===== config.mk =====
export PLATFORM = sky130hd
export DESIGN_NAME = bram_port_arbiter
export DESIGN_NICKNAME = d
export VERILOG_FILES = /design/src/rtl/bram_ctrl_pkg.sv /design/src/rtl/bram_port_arbiter_rr_arb2.sv /design/src/rtl/bram_port_arbiter.sv
export SDC_FILE = /design/constraint.sdc
export NUM_CORES = 1
export LEC_CHECK = 0
export BUFFER_PORTS_ARGS = -buffer_cell sky130_fd_sc_hd__buf_2
export CORE_UTILIZATION = 38
export DETAILED_ROUTE_END_ITERATION = 10
export GPL_TIMING_DRIVEN = 0
export PLACE_DENSITY = 0.91
export SYNTH_ARGS = -nofsm -noshare
export SYNTH_HDL_FRONTEND = slang
export SYNTH_SLANG_ARGS = --single-unit

===== constraint.sdc =====
create_clock -name clka -period 1.5 [get_ports clka]
set_input_delay 0.3 -clock clka [delete_from_list [all_inputs] [get_ports clka]]
set_output_delay 0.3 -clock clka [all_outputs]
set_load 0.01 [all_outputs]

===== src/rtl/bram_ctrl_pkg.sv =====
// -----------------------------------------------------------------------------
// bram_ctrl_pkg
// Shared definitions for the BRAM port sequencer/arbiter:
//   state_e     - sequencer state (INIT sweep, SERVE requesters)
//   REQ0 / REQ1 - requester indices used for grant/request vectors
// -----------------------------------------------------------------------------
package bram_ctrl_pkg;

   typedef enum logic {
      INIT  = 1'b0,
      SERVE = 1'b1
   } state_e;

   localparam int REQ0 = 0;
   localparam int REQ1 = 1;

endpackage


===== src/rtl/bram_port_arbiter_rr_arb2.sv =====
// -----------------------------------------------------------------------------
// rr_arb2
// Two-way round-robin arbiter, one grant per cycle.
//   clka    in   clock
//   rstb    in   synchronous active-high reset (pointer -> requester 0)
//   req     in   [1:0] request vector, indexed by REQ0/REQ1
//   enable  in   when low no grant is issued and the pointer holds
//   gnt     out  [1:0] combinational one-hot (or zero) grant
//   ptr_q   out  registered priority pointer: index favoured on contention
// -----------------------------------------------------------------------------
module rr_arb2
   import bram_ctrl_pkg::*;
(
   input  logic       clka,
   input  logic       rstb,
   input  logic [1:0] req,
   input  logic       enable,
   output logic [1:0] gnt,
   output logic       ptr_q
);

   logic ptr_d;

   // NOTE: every output of a combinational block gets a default first, so no
   // path leaves it unassigned and no latch is inferred.
   always_comb begin
      gnt   = 2'b00;
      ptr_d = ptr_q;
      if (enable) begin
         if (req[REQ0] && req[REQ1]) begin
            // The pointer value is itself the requester index to favour.
            gnt[ptr_q] = 1'b1;
         end else begin
            gnt = req;
         end
      end
      // After a grant, priority passes to the other requester.
      if (gnt[REQ0]) begin
         ptr_d = 1'(REQ1);
      end else if (gnt[REQ1]) begin
         ptr_d = 1'(REQ0);
      end
   end

   // NOTE: sequential state is updated with non-blocking assignments so every
   // flop samples pre-edge values regardless of block ordering.
   always_ff @(posedge clka) begin
      if (rstb) begin
         ptr_q <= 1'b0;
      end else begin
         ptr_q <= ptr_d;
      end
   end

endmodule


===== src/rtl/bram_port_arbiter.sv =====
// -----------------------------------------------------------------------------
// bram_port_arbiter
// Sequencer and arbiter in front of one port of a resetable BRAM. After reset
// (or an init_req pulse) it writes INIT_VALUE to addresses 0..RST_DEPTH-1, one
// per cycle; the last of these writes releases the BRAM's reset-hold. Then it
// shares the port between two requesters with round-robin priority and
// returns read data with a per-requester valid strobe.
//   clka, rstb            clock; synchronous active-high reset
//   init_req              pulse: restart the sweep (honoured in SERVE only)
//   init_busy, init_done  sweep pending/in progress; pulse after last write
//   req/we/addr/din[01]   requester access interfaces
//   gnt0/gnt1             combinational grants (access taken this cycle)
//   rvalid0/1, rdata      read return, one cycle after a granted read
//   ram_we/addr/din/dout  BRAM port (dout has 1-cycle read latency)
// -----------------------------------------------------------------------------
module bram_port_arbiter
   import bram_ctrl_pkg::*;
#(
   parameter int                   RAM_WIDTH  = 16,
   parameter int                   WIDTH      = 9,
   parameter int                   RST_DEPTH  = 16,
   parameter logic [RAM_WIDTH-1:0] INIT_VALUE = '0
) (
   input  logic                 clka,
   input  logic                 rstb,
   input  logic                 init_req,
   output logic                 init_busy,
   output logic                 init_done,
   input  logic                 req0,
   input  logic                 req1,
   input  logic                 we0,
   input  logic                 we1,
   input  logic [WIDTH-1:0]     addr0,
   input  logic [WIDTH-1:0]     addr1,
   input  logic [RAM_WIDTH-1:0] din0,
   input  logic [RAM_WIDTH-1:0] din1,
   output logic                 gnt0,
   output logic                 gnt1,
   output logic                 rvalid0,
   output logic                 rvalid1,
   output logic [RAM_WIDTH-1:0] rdata,
   output logic                 ram_we,
   output logic [WIDTH-1:0]     ram_addr,
   output logic [RAM_WIDTH-1:0] ram_din,
   input  logic [RAM_WIDTH-1:0] ram_dout
);

   localparam int CNT_W_RAW = $clog2(RST_DEPTH + 1);
   localparam int CNT_W     = (CNT_W_RAW < 1) ? 1 : CNT_W_RAW;
   localparam logic [CNT_W-1:0] CNT_LAST = CNT_W'(RST_DEPTH - 1);

   state_e               state_q, state_d;
   logic [CNT_W-1:0]     cnt_q, cnt_d;
   logic                 rvalid0_q, rvalid0_d;
   logic                 rvalid1_q, rvalid1_d;
   logic                 init_done_q, init_done_d;
   logic [RAM_WIDTH-1:0] rdata_hold_q, rdata_hold_d;

   logic [1:0] req_vec;
   logic [1:0] gnt;
   logic       arb_en;
   // The top only needs the grants; the pointer is kept visible for debug.
   logic       unused_rr_ptr;

   assign req_vec[REQ0] = req0;
   assign req_vec[REQ1] = req1;

   // init_req pre-empts arbitration in the same cycle it is seen.
   assign arb_en = (state_q == SERVE) && !init_req && !rstb;

   rr_arb2 u_arb (
      .clka   (clka),
      .rstb   (rstb),
      .req    (req_vec),
      .enable (arb_en),
      .gnt    (gnt),
      .ptr_q  (unused_rr_ptr)
   );

   assign gnt0 = gnt[REQ0];
   assign gnt1 = gnt[REQ1];

   always_comb begin
      state_d     = state_q;
      cnt_d       = cnt_q;
      init_done_d = 1'b0;
      ram_we      = 1'b0;
      ram_addr    = '0;
      ram_din     = '0;
      init_busy   = rstb || (state_q == INIT);

      case (state_q)
         INIT: begin
            ram_we   = !rstb;
            ram_addr = WIDTH'(cnt_q);
            ram_din  = INIT_VALUE;
            if (cnt_q == CNT_LAST) begin
               state_d     = SERVE;
               cnt_d       = '0;
               init_done_d = 1'b1;
            end else begin
               cnt_d = cnt_q + CNT_W'(1);
            end
         end
         SERVE: begin
            if (init_req) begin
               state_d = INIT;
               cnt_d   = '0;
            end
            if (gnt[REQ0]) begin
               ram_we   = we0;
               ram_addr = addr0;
               ram_din  = din0;
            end else if (gnt[REQ1]) begin
               ram_we   = we1;
               ram_addr = addr1;
               ram_din  = din1;
            end
         end
         default: begin
            state_d = INIT;
            cnt_d   = '0;
         end
      endcase
   end

   assign rvalid0_d = gnt[REQ0] && !we0;
   assign rvalid1_d = gnt[REQ1] && !we1;

   // BRAM dout is valid exactly in the cycle after the read, so it is passed
   // straight through then and captured for holding in all other cycles.
   assign rdata_hold_d = (rvalid0_q || rvalid1_q) ? ram_dout : rdata_hold_q;

   always_ff @(posedge clka) begin
      if (rstb) begin
         state_q      <= INIT;
         cnt_q        <= '0;
         rvalid0_q    <= 1'b0;
         rvalid1_q    <= 1'b0;
         init_done_q  <= 1'b0;
         rdata_hold_q <= '0;
      end else begin
         state_q      <= state_d;
         cnt_q        <= cnt_d;
         rvalid0_q    <= rvalid0_d;
         rvalid1_q    <= rvalid1_d;
         init_done_q  <= init_done_d;
         rdata_hold_q <= rdata_hold_d;
      end
   end

   assign rvalid0   = rvalid0_q;
   assign rvalid1   = rvalid1_q;
   assign init_done = init_done_q;
   assign rdata     = rdata_hold_d;

endmodule


==> qor.log, run 1 <==
qor: run_status.status complete, but fails checks
qor: run_status.failed_checks setup timing
qor: route.drc_errors 0
qor: critical_path.cp-start-kind flop
qor: clock_tree.hold_buffers 0
qor: critical_path.critical-path-slowest-cell sky130_fd_sc_hd__dfxtp_2
qor: global_routing.global_route.usage.total 0.263
qor: power_and_ir_drop.clock_power_share 0.338
qor: power_and_ir_drop.proportion_of_power_drawn_by_flip_flops_and_latches 0.533
qor: layout.syn_to_final_growth 81.6%
qor: clock_tree.worst_setup_hold_path_clk_slew 0.09 ns
qor: sta.finalClockSkew 0.00264 ns
qor: die.start_util 0.412
qor: route.wl_per_cell 17.1 um
qor: layout.filler_cell_count 243
qor: global_routing.grt_pass1_vias 1612
qor: critical_path.critical-path-max-stage-delay 0.34 ns
qor: clock_tree.clk-insertion-delay-late 0.26 ns
qor: clock_tree.tritoncts.num_buffers 3
qor: synthesis.synth-async-reset-ratio 0
qor: sta.finalSetupViolCount 45
qor: synthesis.post_synthesis_average_cell_area 10.3 um^2
qor: power_and_ir_drop.worst_ir_drop_vdd 528 uV
qor: critical_path.cp_common_cell sky130_fd_sc_hd__buf_6
qor: critical_path.cp_data_required_time 1.20 ns
qor: worst_hold_path.worstHoldEndpoint rvalid0
qor: worst_hold_path.min_path_type input pin to flop
qor: synthesis.post_synth_instance_area 1420 um^2
qor: global_routing.grt_total_ovfl 0
qor: sta.fmax 547 MHz
qor: global_routing.grt.met2_usage 0.433
qor: synthesis.yosysWarnings 0
qor: synthesis.synth_commonest_cells 26 x sky130_fd_sc_hd__dfxtp_1, 20 x sky130_fd_sc_hd__a22o_1, 16 x sky130_fd_sc_hd__mux2_2
qor: global_routing.grt_pass1_wl 8350 um
qor: global_routing.grt_antenna_before_repair 0
qor: critical_path.critical_path.cell_chain nor2b_4 -> and3_4 -> buf_8 -> buf_6 -> a22o_1 -> buf_6
qor: placed_design.io_buffers 120
qor: synthesis.seq_area_frac_synth 0.367
qor: layout.final-seq-area 524 um^2
qor: synthesis.synth_ff_type sky130_fd_sc_hd__dfxtp_1
qor: die.die_h 63.1 um
qor: synthesis.number_of_enable_flip_flop_cells_after_synthesis 0
qor: sta.finalWorstSetupSlack -0.330 ns
qor: global_routing.met3_usage 0.0399
qor: synthesis.synth.largest_area_cell sky130_fd_sc_hd__dfxtp_1
qor: power_and_ir_drop.p_leak 1.42 nW
qor: sta.timing.max_slew.rel_slack 0.773
qor: synthesis.post_synthesis_sequential_element_count 26
qor: critical_path.r2r_cells 9
qor: sta.setup_repair_after_global_routing_missed_its_margin true
qor: route.via_count_normalized_by_instance_count 5.15
qor: power_and_ir_drop.switching_power 0.292 mW
qor: critical_path.worst_r2r_endpoint rvalid0
qor: placed_design.post-place-ws -0.238 ns
qor: clock_tree.clockRootBuffer sky130_fd_sc_hd__clkbuf_8
qor: layout.fin_util 0.748
qor: clock_tree.htreeDepth 1
qor: worst_hold_path.worst_hold_stages 2
qor: die.die-area 3980 um^2
qor: layout.num-nets-final 361
qor: synthesis.synth_top_area_frac 0.367
qor: global_routing.grt_start_max_net_pins 15
qor: power_and_ir_drop.internal_power 1.03 mW
qor: synthesis.synthMostInstantiatedCell sky130_fd_sc_hd__dfxtp_1
qor: critical_path.ff2ff_setup_slack -0.10 ns
qor: clock_tree.cts_tree built
qor: critical_path.crit_path_end_kind output port
qor: route.detailroute.via_count 1710
qor: placed_design.post-dp-hpwl 3230 um
qor: power_and_ir_drop.power_per_cell_area 513 nW/um^2
qor: sta.layout_min_cycle_time 1.83 ns
qor: global_routing.grt_busiest_layer met2
qor: layout.multiInputGateArea 880 um^2
qor: synthesis.synth.lib_cells_used.distinct 30
qor: route.finalWirelength 5660 um
qor: route.number_of_nets_with_antenna_violations_after_routing 0
qor: synthesis.synth_cells 138
qor: critical_path.critPathMaxFanout 7
qor: route.drtIter0Drc 126
qor: layout.drive_gt1_frac 0.643
qor: critical_path.worst-setup-path-type flop to output port
qor: route.detailedRoute.firstPassIterationCount 4
qor: run.cap_viol_max_count 0
qor: placed_design.gpl.final_weighted_congestion 0.775
qor: sta.final-hold-violation-count 0
qor: die.die_x 63.1 um
qor: critical_path.worstReg2RegStart state_q
qor: sta.finalCritPeriodShare 1.22
qor: global_routing.grtUsageMet1 0.367
qor: sta.final-max-slew-violation-count 0
qor: die.pin_count 121
qor: die.rows 21
qor: clock_tree.clock_sink_count 26
qor: die.design.core.area 3440 um^2
qor: power_and_ir_drop.power.share.switching 0.221
qor: layout.antenna-diode-count 0
qor: clock_tree.cts.path.max_buffers 2
qor: synthesis.number_of_nets_produced_by_synthesis 212
qor: power_and_ir_drop.p_total 1.32 mW
qor: synthesis.netlist_top_cells_area sky130_fd_sc_hd__dfxtp_1 37%, sky130_fd_sc_hd__mux2_2 13%, sky130_fd_sc_hd__a22o_1 12%
qor: sta.timing_worst_slew_pin_value 0.340 ns
qor: critical_path.cp_data_arrival_time 1.53 ns
qor: power_and_ir_drop.power_frac_comb 0.129
qor: worst_hold_path.hp-start we0
==> critical path: cells and delay by family, from the launching register on <==
| kind | cells | cell delay [ns] |
|---|---|---|
| flip-flops | 1 | 0.34 |
| buffers and inverters | 3 | 0.38 |
| AND/OR/NAND/NOR | 2 | 0.28 |
| AO/OA/AOI/OAI | 1 | 0.26 |
==> state kept, by name, indices dropped and copies added (netlist names) <==
name / flops
init_done: 1
rdata_hold_q: 16
state_q: 1
cnt_q: 5
rvalid1: 1
rvalid0: 1
u_arb.ptr_q: 1
==> cells in the final DEF, fill, tap and decap left out, types with 2 or more instances in the layout <==
cell type,count
sky130_fd_sc_hd__clkbuf_8,4
sky130_fd_sc_hd__nor2_1,5
sky130_fd_sc_hd__nand2b_1,2
sky130_fd_sc_hd__buf_2,98
sky130_fd_sc_hd__and2b_1,11
sky130_fd_sc_hd__a22o_1,20
sky130_fd_sc_hd__and3_1,5
sky130_fd_sc_hd__dfxtp_2,3
sky130_fd_sc_hd__or3_1,2
sky130_fd_sc_hd__a21oi_1,5
sky130_fd_sc_hd__nand2_1,3
sky130_fd_sc_hd__dfxtp_1,23
sky130_fd_sc_hd__buf_6,36
sky130_fd_sc_hd__a221o_1,6
sky130_fd_sc_hd__nand3b_1,2
sky130_fd_sc_hd__nand3_1,2
sky130_fd_sc_hd__nor2b_1,7
sky130_fd_sc_hd__buf_4,18
sky130_fd_sc_hd__mux2_4,16
==> kinds of logic (layout without fill, tap and decap cells) <==
group	count (synthesis)	count (layout)	synth area share
AO/OA/AOI/OAI	37	37	0.214
adder cells (fa/ha/maj)	1	1	0.00882
buffers and inverters	12	160	0.0697
flip-flops	26	26	0.367
multiplexers	16	16	0.127
AND/OR/NAND/NOR	46	46	0.214
==> power groups by stage <==
stage | Sequential (mW) | Clock [mW] | Combinational (mW)
4_1_cts | 0.705 | 0.445 | 0.164
2_1_floorplan | 0.719 | 0 | 0.0435
3_5_place_dp | 0.721 | 0 | 0.155
5_1_grt | 0.706 | 0.487 | 0.184
3_3_place_gp | 0.721 | 0 | 0.151
6_report | 0.705 | 0.447 | 0.170
==> area by class of cell <==
class                      instances  area share
timing repair buffer             145       0.373
multi-input combinational        100       0.342
sequential                        26       0.204
buffer                            10      0.0369
tap                               46      0.0224
clock buffer                       4      0.0214
inverter                           1     0.00146
==> timing repair <==
action	CTS	global route
resized for setup	62	5
endpoints found under the setup margin	45	44
pin swaps	26	6
gates cloned	6	0
buffers inserted	10	9
==> worst max-delay path by stage <==
stage	to	start	depth (start not counted)	slack, ns
floorplan	rdata[10]	rvalid1	3	0.03
global placement	ram_din[4]	rstb	8	-0.22
detailed placement	ram_din[4]	rstb	8	-0.24
CTS	ram_din[4]	state_q	6	-0.27
global route	ram_din[7]	state_q	5	-0.38
finish	ram_din[3]	state_q	6	-0.33
==> through the flow <==
stage | cell area (um^2) | setup TNS (ns) | hold WS [ns] | cells
finish | 2570 | -10.74 | 0.231 | 332
global route | 2570 | -13.07 | 0.224 | 332
CTS | 2490 | -9.67 | 0.216 | 323
detailed placement | 2080 | -7.15 | 0.498 | 304
global placement | 2080 | -6.12 | 0.486 | 304
floorplan | 1420 | 0 | 0.372 | 138
==> layer usage <==
layer,up-vias,share of wire
met1,822,0.42
met5,-,0
li1,810,-
met4,0,0.0011
met2,76,0.52
met3,2,0.058
No activity file was read; power rests on OpenSTA's default activity.
==> inputs of run 2 (changes only) <==
ABC_AREA = 1   (was unset)
CORE_UTILIZATION = 39   (was 38)
PLACE_DENSITY = 0.9   (was 0.91)
==> qor.log, run 2 <==
qor: run_status.status complete, but fails checks
qor: run_status.failed_checks setup timing
qor: critical_path.crit_path_end_kind output port
qor: route.detailedRoute.firstPassIterationCount 5 [+1]
qor: die.pin_count 121 [unchanged]
qor: layout.layout.cells.most_common_list 115 x sky130_fd_sc_hd__buf_2, 46 x sky130_fd_sc_hd__nand2_1, 42 x sky130_fd_sc_hd__inv_1, 33 x sky130_fd_sc_hd__buf_4, 32 x sky130_fd_sc_hd__nand3_1
qor: global_routing.grt_pass1_vias 2194 [+36%]
qor: synthesis.synth-async-reset-ratio 0 [unchanged]
qor: synthesis.post_synth_instance_area 1550 um^2 [+9.6%]
qor: synthesis.netlist_top_cells_area sky130_fd_sc_hd__dfxtp_1 33%, sky130_fd_sc_hd__nand2_1 19%, sky130_fd_sc_hd__nand3_1 13%
qor: die.rows 22 [+4.8%]
qor: sta.fmax 568 MHz [+3.9%]
qor: placed_design.io_buffers 120 [unchanged]
qor: worst_hold_path.min_path_type input pin to flop
qor: route.finalWirelength 8290 um [+46%]
qor: critical_path.worst-setup-path-type flop to output port
qor: sta.finalWorstSetupSlack -0.262 ns [+0.0683 ns]
qor: route.number_of_nets_with_antenna_violations_after_routing 0 [unchanged]
qor: sta.final-max-slew-violation-count 0 [unchanged]
qor: route.via_count_normalized_by_instance_count 5.44 [+5.7%]
qor: clock_tree.clk-insertion-delay-late 0.28 ns [+0.02 ns]
qor: critical_path.worstReg2RegStart rvalid0
qor: power_and_ir_drop.worst_ir_drop_vdd 673 uV [+28%]
qor: layout.drive_gt1_frac 0.583 [-0.0600]
qor: sta.layout_min_cycle_time 1.76 ns [-0.0683 ns]
qor: synthesis.synth.lib_cells_used.distinct 19 [-37%]
qor: placed_design.post-dp-hpwl 3660 um [+13%]
qor: global_routing.grt_antenna_before_repair 0 [unchanged]
qor: critical_path.r2r_cells 9 [unchanged]
qor: layout.reg_top3 rdata_hold_q x16, cnt_q x5
qor: synthesis.synth_cells 256 [+86%]
qor: die.die-area 4240 um^2 [+6.6%]
qor: critical_path.cp-start-kind flop
qor: clock_tree.cts_tree built
qor: layout.filler_cell_count 231 [-4.9%]
qor: clock_tree.worst_setup_hold_path_clk_slew 0.10 ns [about the same]
qor: worst_hold_path.hp-start we0
qor: route.detailroute.via_count 2547 [+49%]
qor: sta.timing.max_slew.rel_slack 0.748 [-0.0257]
qor: critical_path.critical_path_buf_inv_count 4 [+1]
qor: global_routing.grt_pass1_wl 9620 um [+15%]
qor: critical_path.critical-path-slowest-cell sky130_fd_sc_hd__dfxtp_4
qor: critical_path.critPathMaxFanout 7 [unchanged]
qor: synthesis.synth.largest_area_cell sky130_fd_sc_hd__dfxtp_1
qor: clock_tree.clock_sink_count 26 [unchanged]
qor: global_routing.grt_total_ovfl 0 [unchanged]
qor: die.start_util 0.415 [+0.00326]
qor: synthesis.seq_area_frac_synth 0.335 [-0.0322]
qor: clock_tree.clockRootBuffer sky130_fd_sc_hd__clkbuf_8
qor: critical_path.worst_r2r_endpoint rdata_hold_q[1]
qor: placed_design.gpl.final_weighted_congestion 0.861 [+11%]
qor: layout.num-nets-final 496 [+37%]
qor: sta.final-hold-violation-count 0 [unchanged]
qor: clock_tree.htreeDepth 1 [unchanged]
qor: synthesis.synth_top_area_frac 0.335 [-0.0322]
qor: layout.layout.cells.non_filler 468 [+41%]
qor: layout.antenna-diode-count 0 [unchanged]
qor: critical_path.ff2ff_setup_slack -0.13 ns [-0.03 ns]
qor: route.drc_errors 0 [unchanged]
qor: critical_path.cp_data_required_time 1.20 ns [about the same]
qor: sta.finalCritPeriodShare 1.17 [-0.0455]
qor: global_routing.grt_start_max_net_pins 14 [-1]
qor: layout.commonest_non_fill_non_tap_cell_in_the_layout sky130_fd_sc_hd__buf_2
qor: clock_tree.cts.path.max_buffers 2 [unchanged]
qor: sta.finalClockSkew 0.0127 ns [+0.0101 ns]
qor: layout.syn_to_final_growth 92.9%
qor: clock_tree.hold_buffers 0 [unchanged]
qor: sta.setup_repair_after_global_routing_missed_its_margin true
qor: sta.timing_worst_slew_pin_value 0.378 ns [+0.0385 ns]
qor: layout.largest_reg_flops 16 [unchanged]
qor: power_and_ir_drop.p_leak 1.83 nW [+28%]
qor: die.die_x 65.1 um [+3.2%]
qor: synthesis.number_of_enable_flip_flop_cells_after_synthesis 0 [unchanged]
qor: placed_design.placedCellCount 424 [+39%]
qor: layout.multiInputGateArea 1060 um^2 [+20%]
qor: critical_path.cp_data_arrival_time 1.46 ns [-0.07 ns]
qor: power_and_ir_drop.power_per_cell_area 453 nW/um^2 [-12%]
qor: die.die_h 65.1 um [+3.2%]
qor: synthesis.number_of_nets_produced_by_synthesis 330 [+56%]
qor: die.design.core.area 3740 um^2 [+8.8%]
qor: layout.final-seq-area 531 um^2 [+1.2%]
qor: critical_path.critical-path-max-stage-delay 0.40 ns [+0.06 ns]
qor: critical_path.critical_path.cell_chain inv_4 -> a21oi_4 -> buf_12 -> buf_6 -> nand3_1 -> nand2_1 -> buf_2
qor: global_routing.global_route.usage.total 0.289 [+0.0262]
qor: clock_tree.tritoncts.num_buffers 3 [unchanged]
qor: synthesis.synth_commonest_cells 78 x sky130_fd_sc_hd__nand2_1, 43 x sky130_fd_sc_hd__inv_1, 40 x sky130_fd_sc_hd__nand3_1
qor: synthesis.post_synthesis_average_cell_area 6.07 um^2 [-41%]
qor: synthesis.synthMostInstantiatedCell sky130_fd_sc_hd__nand2_1
qor: sta.finalSetupViolCount 45 [unchanged]
qor: worst_hold_path.worstHoldEndpoint rvalid0
qor: critical_path.family_with_the_most_delay_on_the_worst_path buffers and inverters
qor: route.wl_per_cell 17.7 um [+3.8%]
qor: synthesis.yosysWarnings 0 [unchanged]
qor: route.drtIter0Drc 298 [+140%]
qor: layout.fin_util 0.801 [+0.0527]
qor: synthesis.synth_ff_type sky130_fd_sc_hd__dfxtp_1
qor: run.cap_viol_max_count 0 [unchanged]
qor: sta.fin_tns_setup -8.77 ns [+1.97 ns]
qor: layout.registers.top_by_ff_count rdata_hold_q
qor: synthesis.post_synthesis_sequential_element_count 26 [unchanged]
qor: worst_hold_path.worst_hold_stages 2 [unchanged]
## run 2: changes by cell type after synthesis, moves of 4 or more
cell	previous run	this run
sky130_fd_sc_hd__and3_1	6	0
sky130_fd_sc_hd__buf_6	6	2
sky130_fd_sc_hd__nand3_1	2	40
sky130_fd_sc_hd__mux2_2	16	0
sky130_fd_sc_hd__nor2_1	5	24
sky130_fd_sc_hd__and2b_1	11	0
sky130_fd_sc_hd__o21ai_0	1	18
sky130_fd_sc_hd__nand2_1	3	78
sky130_fd_sc_hd__buf_2	1	8
sky130_fd_sc_hd__a221o_1	6	0
sky130_fd_sc_hd__inv_1	1	43
sky130_fd_sc_hd__nor2b_1	7	0
sky130_fd_sc_hd__a22o_1	20	0
## run 2: report_power, final
part | internal (mW) | switching [mW]
sequential | 0.693 | 0.00898
combinational | 0.116 | 0.127
clock | 0.181 | 0.233
## run 2: cell type report
| class | instances | share of cell area |
|---|---|---|
| buffer | 13 | 0.0434 |
| clock buffer | 3 | 0.0138 |
| inverter | 45 | 0.0588 |
| multi-input combinational | 172 | 0.353 |
| sequential | 26 | 0.177 |
| tap | 48 | 0.0200 |
| timing repair buffer | 161 | 0.334 |
## run 2: per-stage QoR
stage	hold slack, ns	worst slack (ns)	cell area, um^2	total power, mW
after floorplan	0.372	0.168	1550	0.774
after detailed placement	0.469	-0.0921	2210	0.890
final	0.197	-0.262	3000	1.36
after CTS	0.193	-0.157	2740	1.30
after global placement	0.462	-0.0851	2210	0.886
after global routing	0.186	-0.430	3000	1.40
## run 2: per-layer routing
metal / share of wire / vias up / global-route usage
li1: - / 1115 / -
met1: 0.37 / 1191 / 0.343
met2: 0.50 / 187 / 0.514
met3: 0.079 / 54 / 0.0382
met4: 0.052 / 0 / 0.133
met5: 0 / - / 0
## run 2: worst max path at each step
stage	to	slack [ns]	start	depth (start not counted)
after global placement	ram_din[5]	-0.09	init_req	8
after global routing	ram_addr[5]	-0.43	u_arb.ptr_q	7
after CTS	ram_din[11]	-0.16	state_q	8
after detailed placement	ram_din[6]	-0.09	req1	7
after floorplan	ram_din[10]	0.17	state_q	7
final	ram_addr[5]	-0.26	u_arb.ptr_q	7
## run 2: kinds of logic after synthesis
group           Yosys count  share of synthesized area
fa+ha+maj                 1                    0.00805
buf+inv                  58                      0.159
compound gates           24                     0.0934
simple gates            147                      0.404
flops                    26                      0.335
## run 2: timing repair
action                                  in CTS  in global routing
buffers inserted                            26                 10
gates resized for setup                     80                 57
endpoints found under the setup margin      44                 46
cloned                                       7                  0
pin swaps                                   11                 11
